--- src/rtl/ddr_arb_pkg.sv ---
// Shared types and constants for the DDR port arbiter and its round-robin core.
package ddr_arb_pkg;

    // Transaction sequencer states
    typedef enum logic [1:0] {
        IDLE  = 2'd0,
        ISSUE = 2'd1,
        WAIT  = 2'd2,
        RESP  = 2'd3
    } arb_state_e;

    localparam int DEF_NUM_CLIENTS = 3;
    localparam int DEF_ADDR_WIDTH  = 28;
    localparam int DEF_DATA_WIDTH  = 128;
    localparam int DEF_TIMEOUT_CYC = 64;

    // Width needed to hold values 0..value-1; never less than one bit so that
    // degenerate parameterisations still produce legal vectors.
    function automatic int ddr_arb_clog2(input int value);
        int w;
        w = 1;
        while ((1 << w) < value) begin
            w = w + 1;
        end
        return w;
    endfunction

endpackage

--- src/rtl/ddr_port_arbiter_rr.sv ---
// Combinational round-robin picker: the first requester strictly after the
// pointer (wrapping) wins. Produces both a one-hot grant and its index.
module rr_arbiter
    import ddr_arb_pkg::*;
#(
    parameter int N     = 3,
    parameter int IDX_W = ddr_arb_clog2(N)
) (
    input  logic [N-1:0]     req,
    input  logic [IDX_W-1:0] ptr,
    output logic [N-1:0]     grant,
    output logic [IDX_W-1:0] grant_idx,
    output logic             any_req
);

    logic             found_s;
    logic             hit_s;
    logic [IDX_W-1:0] cand_s;

    // Index of the client 'off' positions after 'base', modulo N.
    function automatic logic [IDX_W-1:0] wrap_idx(input logic [IDX_W-1:0] base,
                                                  input int off);
        int s;
        s = int'(base) + off;
        if (s >= N) begin
            s = s - N;
        end else begin
            s = s;
        end
        return s[IDX_W-1:0];
    endfunction

    assign any_req = |req;

    // Scan clients starting just after the pointer; the lowest offset wins.
    always_comb begin
        grant     = '0;
        grant_idx = '0;
        found_s   = 1'b0;
        hit_s     = 1'b0;
        cand_s    = '0;
        for (int k = 1; k <= N; k++) begin
            cand_s = wrap_idx(ptr, k);
            hit_s  = req[cand_s] & ~found_s;
            if (hit_s) begin
                grant[cand_s] = 1'b1;
                grant_idx     = cand_s;
                found_s       = 1'b1;
            end else begin
                found_s = found_s;
            end
        end
    end

endmodule

--- src/rtl/ddr_port_arbiter.sv ---
// Shares one mem_req/mem_ack port of the DDR controller between several
// requesters. One transaction in flight at a time, round-robin fairness,
// optional timeout that completes the transaction with an error flag.
module ddr_port_arbiter
    import ddr_arb_pkg::*;
#(
    parameter int  NUM_CLIENTS = DEF_NUM_CLIENTS,
    parameter int  ADDR_WIDTH  = DEF_ADDR_WIDTH,
    parameter int  DATA_WIDTH  = DEF_DATA_WIDTH,
    parameter int  TIMEOUT_CYC = DEF_TIMEOUT_CYC,
    localparam int IDX_W       = ddr_arb_clog2(NUM_CLIENTS)
) (
    input  logic                              clk,
    input  logic                              reset,
    input  logic [NUM_CLIENTS-1:0]            c_req,
    input  logic [NUM_CLIENTS-1:0]            c_we,
    input  logic [NUM_CLIENTS*ADDR_WIDTH-1:0] c_addr,
    input  logic [NUM_CLIENTS*DATA_WIDTH-1:0] c_wdata,
    output logic [NUM_CLIENTS-1:0]            c_ack,
    output logic                              c_err,
    output logic [DATA_WIDTH-1:0]             c_rdata,
    output logic                              mem_req,
    output logic                              mem_we,
    output logic [ADDR_WIDTH-1:0]             mem_addr,
    output logic [DATA_WIDTH-1:0]             mem_wdata,
    input  logic [DATA_WIDTH-1:0]             mem_rdata,
    input  logic                              mem_ack,
    output logic                              busy,
    output logic [IDX_W-1:0]                  grant_id
);

    localparam int               CNT_W    = ddr_arb_clog2(TIMEOUT_CYC + 1);
    localparam logic [CNT_W-1:0] CNT_LAST = (TIMEOUT_CYC == 0) ? '0 : CNT_W'(TIMEOUT_CYC - 1);
    localparam logic             TO_EN    = (TIMEOUT_CYC != 0);
    // Pointer starts at the last client so client 0 is the first winner.
    localparam logic [IDX_W-1:0] PTR_RST  = IDX_W'(NUM_CLIENTS - 1);

    arb_state_e state_r;
    arb_state_e next_state_s;

    logic [IDX_W-1:0]       ptr_r;
    logic [NUM_CLIENTS-1:0] arb_grant_s;
    logic [IDX_W-1:0]       arb_idx_s;
    logic                   arb_any_s;

    logic                   latch_s;
    logic                   take_ack_s;
    logic                   take_to_s;
    logic [CNT_W-1:0]       cnt_r;
    logic [CNT_W-1:0]       cnt_next_s;

    logic                   sel_we_s;
    logic [ADDR_WIDTH-1:0]  sel_addr_s;
    logic [DATA_WIDTH-1:0]  sel_wdata_s;
    logic [NUM_CLIENTS-1:0] ack_vec_s;

    logic [NUM_CLIENTS-1:0] c_ack_r;
    logic                   c_err_r;
    logic [DATA_WIDTH-1:0]  c_rdata_r;
    logic                   mem_req_r;
    logic                   mem_we_r;
    logic [ADDR_WIDTH-1:0]  mem_addr_r;
    logic [DATA_WIDTH-1:0]  mem_wdata_r;
    logic                   busy_r;
    logic [IDX_W-1:0]       grant_id_r;

    rr_arbiter #(
        .N     (NUM_CLIENTS),
        .IDX_W (IDX_W)
    ) u_rr (
        .req       (c_req),
        .ptr       (ptr_r),
        .grant     (arb_grant_s),
        .grant_idx (arb_idx_s),
        .any_req   (arb_any_s)
    );

    // One-hot AND-OR select of the winning client's command fields.
    always_comb begin
        sel_we_s    = 1'b0;
        sel_addr_s  = '0;
        sel_wdata_s = '0;
        for (int i = 0; i < NUM_CLIENTS; i++) begin
            sel_we_s    = sel_we_s | (arb_grant_s[i] & c_we[i]);
            sel_addr_s  = sel_addr_s  | ({ADDR_WIDTH{arb_grant_s[i]}} & c_addr[i*ADDR_WIDTH +: ADDR_WIDTH]);
            sel_wdata_s = sel_wdata_s | ({DATA_WIDTH{arb_grant_s[i]}} & c_wdata[i*DATA_WIDTH +: DATA_WIDTH]);
        end
    end

    // Next-state logic plus datapath strobes; mem_ack outside ISSUE/WAIT is ignored.
    always_comb begin
        next_state_s = state_r;
        latch_s      = 1'b0;
        take_ack_s   = 1'b0;
        take_to_s    = 1'b0;
        cnt_next_s   = '0;
        case (state_r)
            IDLE: begin
                if (arb_any_s) begin
                    latch_s      = 1'b1;
                    next_state_s = ISSUE;
                end else begin
                    next_state_s = IDLE;
                end
            end
            ISSUE: begin
                if (mem_ack) begin
                    take_ack_s   = 1'b1;
                    next_state_s = RESP;
                end else begin
                    next_state_s = WAIT;
                end
            end
            WAIT: begin
                if (mem_ack) begin
                    take_ack_s   = 1'b1;
                    next_state_s = RESP;
                end else if (TO_EN && (cnt_r == CNT_LAST)) begin
                    take_to_s    = 1'b1;
                    next_state_s = RESP;
                end else begin
                    cnt_next_s   = cnt_r + CNT_W'(1);
                    next_state_s = WAIT;
                end
            end
            RESP: begin
                next_state_s = IDLE;
            end
            default: begin
                next_state_s = IDLE;
            end
        endcase
    end

    // Decode the latched grant index into the completion pulse vector.
    always_comb begin
        ack_vec_s             = '0;
        ack_vec_s[grant_id_r] = 1'b1;
    end

    // State register and timeout counter.
    always_ff @(posedge clk) begin
        if (reset) begin
            state_r <= IDLE;
            cnt_r   <= '0;
        end else begin
            state_r <= next_state_s;
            cnt_r   <= cnt_next_s;
        end
    end

    // Registered control outputs, decoded from the state being entered.
    always_ff @(posedge clk) begin
        if (reset) begin
            mem_req_r <= 1'b0;
            busy_r    <= 1'b0;
            c_ack_r   <= '0;
        end else begin
            mem_req_r <= (next_state_s == ISSUE);
            busy_r    <= (next_state_s != IDLE);
            c_ack_r   <= (next_state_s == RESP) ? ack_vec_s : '0;
        end
    end

    // Command latch and round-robin pointer update on each grant.
    always_ff @(posedge clk) begin
        if (reset) begin
            mem_we_r    <= 1'b0;
            mem_addr_r  <= '0;
            mem_wdata_r <= '0;
            grant_id_r  <= '0;
            ptr_r       <= PTR_RST;
        end else if (latch_s) begin
            mem_we_r    <= sel_we_s;
            mem_addr_r  <= sel_addr_s;
            mem_wdata_r <= sel_wdata_s;
            grant_id_r  <= arb_idx_s;
            ptr_r       <= arb_idx_s;
        end else begin
            mem_we_r    <= mem_we_r;
            mem_addr_r  <= mem_addr_r;
            mem_wdata_r <= mem_wdata_r;
            grant_id_r  <= grant_id_r;
            ptr_r       <= ptr_r;
        end
    end

    // Response capture: controller data on ack, zero plus error on timeout.
    always_ff @(posedge clk) begin
        if (reset) begin
            c_rdata_r <= '0;
            c_err_r   <= 1'b0;
        end else if (take_ack_s) begin
            c_rdata_r <= mem_rdata;
            c_err_r   <= 1'b0;
        end else if (take_to_s) begin
            c_rdata_r <= '0;
            c_err_r   <= 1'b1;
        end else begin
            c_rdata_r <= c_rdata_r;
            c_err_r   <= c_err_r;
        end
    end

    assign c_ack     = c_ack_r;
    assign c_err     = c_err_r;
    assign c_rdata   = c_rdata_r;
    assign mem_req   = mem_req_r;
    assign mem_we    = mem_we_r;
    assign mem_addr  = mem_addr_r;
    assign mem_wdata = mem_wdata_r;
    assign busy      = busy_r;
    assign grant_id  = grant_id_r;

endmodule

--- config.mk ---
export PLATFORM = sky130hd
export DESIGN_NAME = ddr_port_arbiter
export DESIGN_NICKNAME = d
export VERILOG_FILES = /design/src/rtl/ddr_arb_pkg.sv /design/src/rtl/ddr_port_arbiter_rr.sv /design/src/rtl/ddr_port_arbiter.sv
export SDC_FILE = /design/constraint.sdc
export NUM_CORES = 1
export LEC_CHECK = 0
export ABC_CLOCK_PERIOD_IN_PS = 2200
export BUFFER_PORTS_ARGS = -buffer_cell sky130_fd_sc_hd__buf_2
export CORE_AREA = 10 10 344 346
export CTS_CLUSTER_DIAMETER = 60
export DETAILED_ROUTE_END_ITERATION = 16
export DIE_AREA = 0 0 354 356
export PLACE_DENSITY = 0.35
export SYNTH_ARGS = -nofsm -noshare
export SYNTH_HDL_FRONTEND = slang
export SYNTH_SLANG_ARGS = --single-unit
--- constraint.sdc ---
create_clock -name clk -period 2.2 [get_ports clk]
set_input_delay 0.22 -clock clk [delete_from_list [all_inputs] [get_ports clk]]
set_output_delay 0.22 -clock clk [all_outputs]
set_load 0.005 [all_outputs]
==> flow_metrics.py <==
metrics = {
    "status": {
        "status": "complete, but fails checks",
        "violations": "negative setup slack",
    },
    "clock_tree": {
        "path_clk_slew_ps": 60,
        "cts.sinks": 303,
        "cts_tree": "done",
        "cts_inserted_buffers": 50,
        "cts_root_buffer": "clkbuf_16",
        "h-tree-depth": 2,
        "clk_latency_ps": 620,
        "cts_buffer_depth": 3,
    },
    "placement": {
        "dpl.cell_count": 4026,
        "portBuffers": 897,
        "gp_congestion": 0.812,
        "placed_area_um2": 21200,
        "place_hpwl_um": 80400,
    },
    "routing": {
        "first_iter_violations": 1380,
        "vias_per_cell": 4.27,
        "wl_per_cell_um": 24.1,
        "route.detailed.drc": 0,
        "antenna_left": 0,
        "drt_wl_total_um": 115000,
        "vias": 20400,
        "drt_first_pass_iters": 5,
    },
    "yosys": {
        "synth_xor_area_share_pct": 0.312,
        "avgSynthCellArea_um2": 8.50,
        "synth_cells": 1652,
        "synth-compound-area-share_pct": 36.3,
        "ys_seq_area_share_pct": 43.2,
        "synth_edf_count": 0,
        "yosys_register_bits": 303,
        "synth_mux_area_share_pct": 0.214,
        "synthAdderAreaFrac_pct": 0.980,
        "async_flop_share_pct": 0,
        "synthSimpleGateAreaFrac_pct": 9.59,
        "synthDistinctLibCells": 57,
        "yosys_most_used_dff": "dfxtp_1",
        "synth_top_family_by_area": "compound AO/OA/AOI/OAI gates",
        "syn_area_um2": 14000,
        "syn_nets": 2268,
        "yosys_warnings": 0,
    },
    "floorplan": {
        "initial_core_util_pct": 12.6,
        "dieArea_um2": 126000,
        "pin_count": 898,
        "die_h_um": 356,
        "rows": 123,
        "floorplan.core_area_um2": 112000,
        "die_width_um": 354,
    },
    "setup_path": {
        "startpoint_type": "register",
        "max_stage_delay_ps": 370,
        "slowest_stage": "dfxtp_4",
        "cp_max_fo": 7,
        "critical_path.endpoint_type": "register",
        "required_ps": 2710,
        "crit_arrival_ps": 3070,
        "critPathKind": "register to register",
        "ff2ff_setup_slack_ps": -360,
        "crit_path_frequent_cell": "buf_16",
        "crit_chain": "clkinvlp_4 -> ha_4 -> buf_8 -> nand3b_1 -> a221o_1 -> o31ai_4 -> buf_6 -> buf_16 -> buf_16 -> buf_12 -> o21ai_2 -> a311oi_2",
        "r2r-start": "ptr_r[0]",
        "startpoint": "ptr_r[0]",
    },
    "pwr": {
        "power_density_nw_per_um2": 1010,
        "max-vdd-ir-drop_v": 0.000530,
        "leakagePower_nw": 13.1,
        "total_power_mw": 30.8,
    },
    "sta": {
        "fmax_ghz": 0.391,
        "setup_ws_ps": -360,
        "setup_viol": 157,
        "rsz0062_at_grt": "true",
        "finClkSkew_ps": 16.1,
        "min_period_ps": 2560,
        "fin_crit_sh_pct": 116,
        "hold_violations": 0,
        "slew_violations": 0,
        "fin_tns_setup_ps": -41840,
        "worstMarginPinSlew_ps": 755,
        "maxSlewHeadroom_pct": 49.7,
    },
    "global_routing": {
        "grt_pass1_vias": 21600,
        "grt_pass1_wl_um": 156000,
        "grt_usage_pct": 16.4,
        "grt_max_degree": 129,
        "antenna_found_initial": 24,
        "gr-total-overflow": 0,
    },
    "hold_path": {
        "min_path_type": "input port to register",
        "hold_start": "c_wdata[324]",
    },
    "final_layout": {
        "design_area_um2": 30500,
        "area_growth_pct": 117,
        "final_common_cell": "buf_2",
        "fin_cells": 4780,
        "nets": 3852,
        "drive_gt1_share_pct": 40.6,
        "layout_common_cells": "896 x buf_2, 590 x dlygate4sd3_1, 301 x dfxtp_1",
        "fin_util_pct": 27.3,
    },
    "job": {
        "max_cap_violations": 0,
    },
}
[through the flow]
| step | setup slack [ps] | hold slack [ps] |
|---|---|---|
| 2_1_floorplan | -32.9 | 382 |
| 3_3_place_gp | -348 | 437 |
| 3_5_place_dp | -372 | 436 |
| 4_1_cts | -307 | 18.5 |
| 5_1_grt | -459 | 33.3 |
| 6_report | -360 | 50.1 |
[critical path, delay by kind of cell, from the launching register on]
kind                       cells  cell delay (ps)
AOI/OAI and AO/OA              4              770
adders and majority gates      1              350
buffers and inverters          6              880
DFF                            1              370
and+or+nand+nor                1               70
[flip-flops by register name (all words and copies together) (netlist names)]
name / flops
c_rdata: 128
mem_addr: 28
c_ack: 3
cnt_r: 7
busy: 1
c_err: 1
mem_req: 1
grant_id: 1
mem_wdata: 128
mem_we: 1
state_r: 2
ptr_r: 2
[cell usage after synthesis (2+ instances only)]
| library cell | count | area, µm² |
|---|---|---|
| a21oi_1 | 3 | 15.0 |
| a22oi_1 | 128 | 961 |
| a311oi_1 | 157 | 1380 |
| a31oi_1 | 158 | 988 |
| and2_1 | 2 | 12.5 |
| buf_1 | 2 | 7.51 |
| buf_2 | 55 | 275 |
| buf_4 | 23 | 173 |
| buf_6 | 21 | 236 |
| clkbuf_1 | 69 | 259 |
| clkbuf_2 | 2 | 10.0 |
| clkbuf_4 | 2 | 15.0 |
| clkbuf_8 | 3 | 41.3 |
| dfxtp_1 | 303 | 6070 |
| dlygate4sd1_1 | 5 | 43.8 |
| dlygate4sd3_1 | 10 | 100 |
| dlymetal6s2s_1 | 10 | 125 |
| ha_1 | 11 | 138 |
| inv_1 | 10 | 37.5 |
| mux2i_1 | 3 | 30.0 |
| nand2_1 | 11 | 41.3 |
| nand3_1 | 3 | 15.0 |
| nor2_1 | 301 | 1130 |
| nor2b_1 | 2 | 12.5 |
| nor3_1 | 5 | 25.0 |
| o21ai_0 | 302 | 1510 |
| o21ai_1 | 16 | 80.1 |
| o221ai_1 | 2 | 17.5 |
| or3_1 | 2 | 12.5 |
| xnor2_1 | 2 | 17.5 |
| xor2_1 | 3 | 26.3 |
[per-layer routing]
layer | up-vias | GRT usage (%) | wire length (µm)
met3 | 209 | 4.11 | 8010
li1 | 9479 | - | -
met2 | 1023 | 27.7 | 53800
met5 | - | 0 | 16
met4 | 4 | 6.33 | 5080
met1 | 9696 | 19.9 | 48300
[power breakdown]
group | total (mW) | internal (mW) | switching [mW]
clock | 8.01 | 4.78 | 3.23
combinational | 15.2 | 6.88 | 8.34
sequential | 7.61 | 6.77 | 0.846
total | 30.8 | 18.4 | 12.4
[cells by family (layout without fill, tap and decap cells)]
group / count (synthesis) / count (layout)
AO/OA/AOI/OAI: 779 / 779
XOR/XNOR: 5 / 5
adder cells (fa/ha/maj): 11 / 11
buffers and inverters: 213 / 1836
flip-flops: 303 / 303
multiplexers: 3 / 3
other: 0 / 5
AND/OR/NAND/NOR: 338 / 338
[final timing paths]
path	end	cells past startpoint
setup / recovery	mem_addr[15]	12
hold / removal	mem_wdata[68]	3
setup reg to reg	mem_addr[15]	12
hold reg to reg	cnt_r[0]	1
[layout make-up]
| cell class | instances | area (µm²) |
|---|---|---|
| Inverter | 11 | 57.6 |
| Multi-Input combinational cell | 1136 | 7180 |
| Fill cell | 12000 | 81100 |
| Clock buffer | 64 | 1370 |
| Tap cell | 1500 | 1880 |
| Antenna cell | 5 | 12.5 |
| Sequential cell | 303 | 6070 |
| Clock inverter | 27 | 280 |
| Timing Repair Buffer | 1734 | 13700 |
[timing repair]
action | CTS | global route
pin swaps | 30 | 104
buffers inserted | 25 | 22
hold endpoints to repair | 289 | 0
hold buffers | 590 | 0
setup endpoints to repair | 158 | 163
cloned | 8 | 22
resized for setup | 102 | 181
Power figures use the tool's default switching activity.
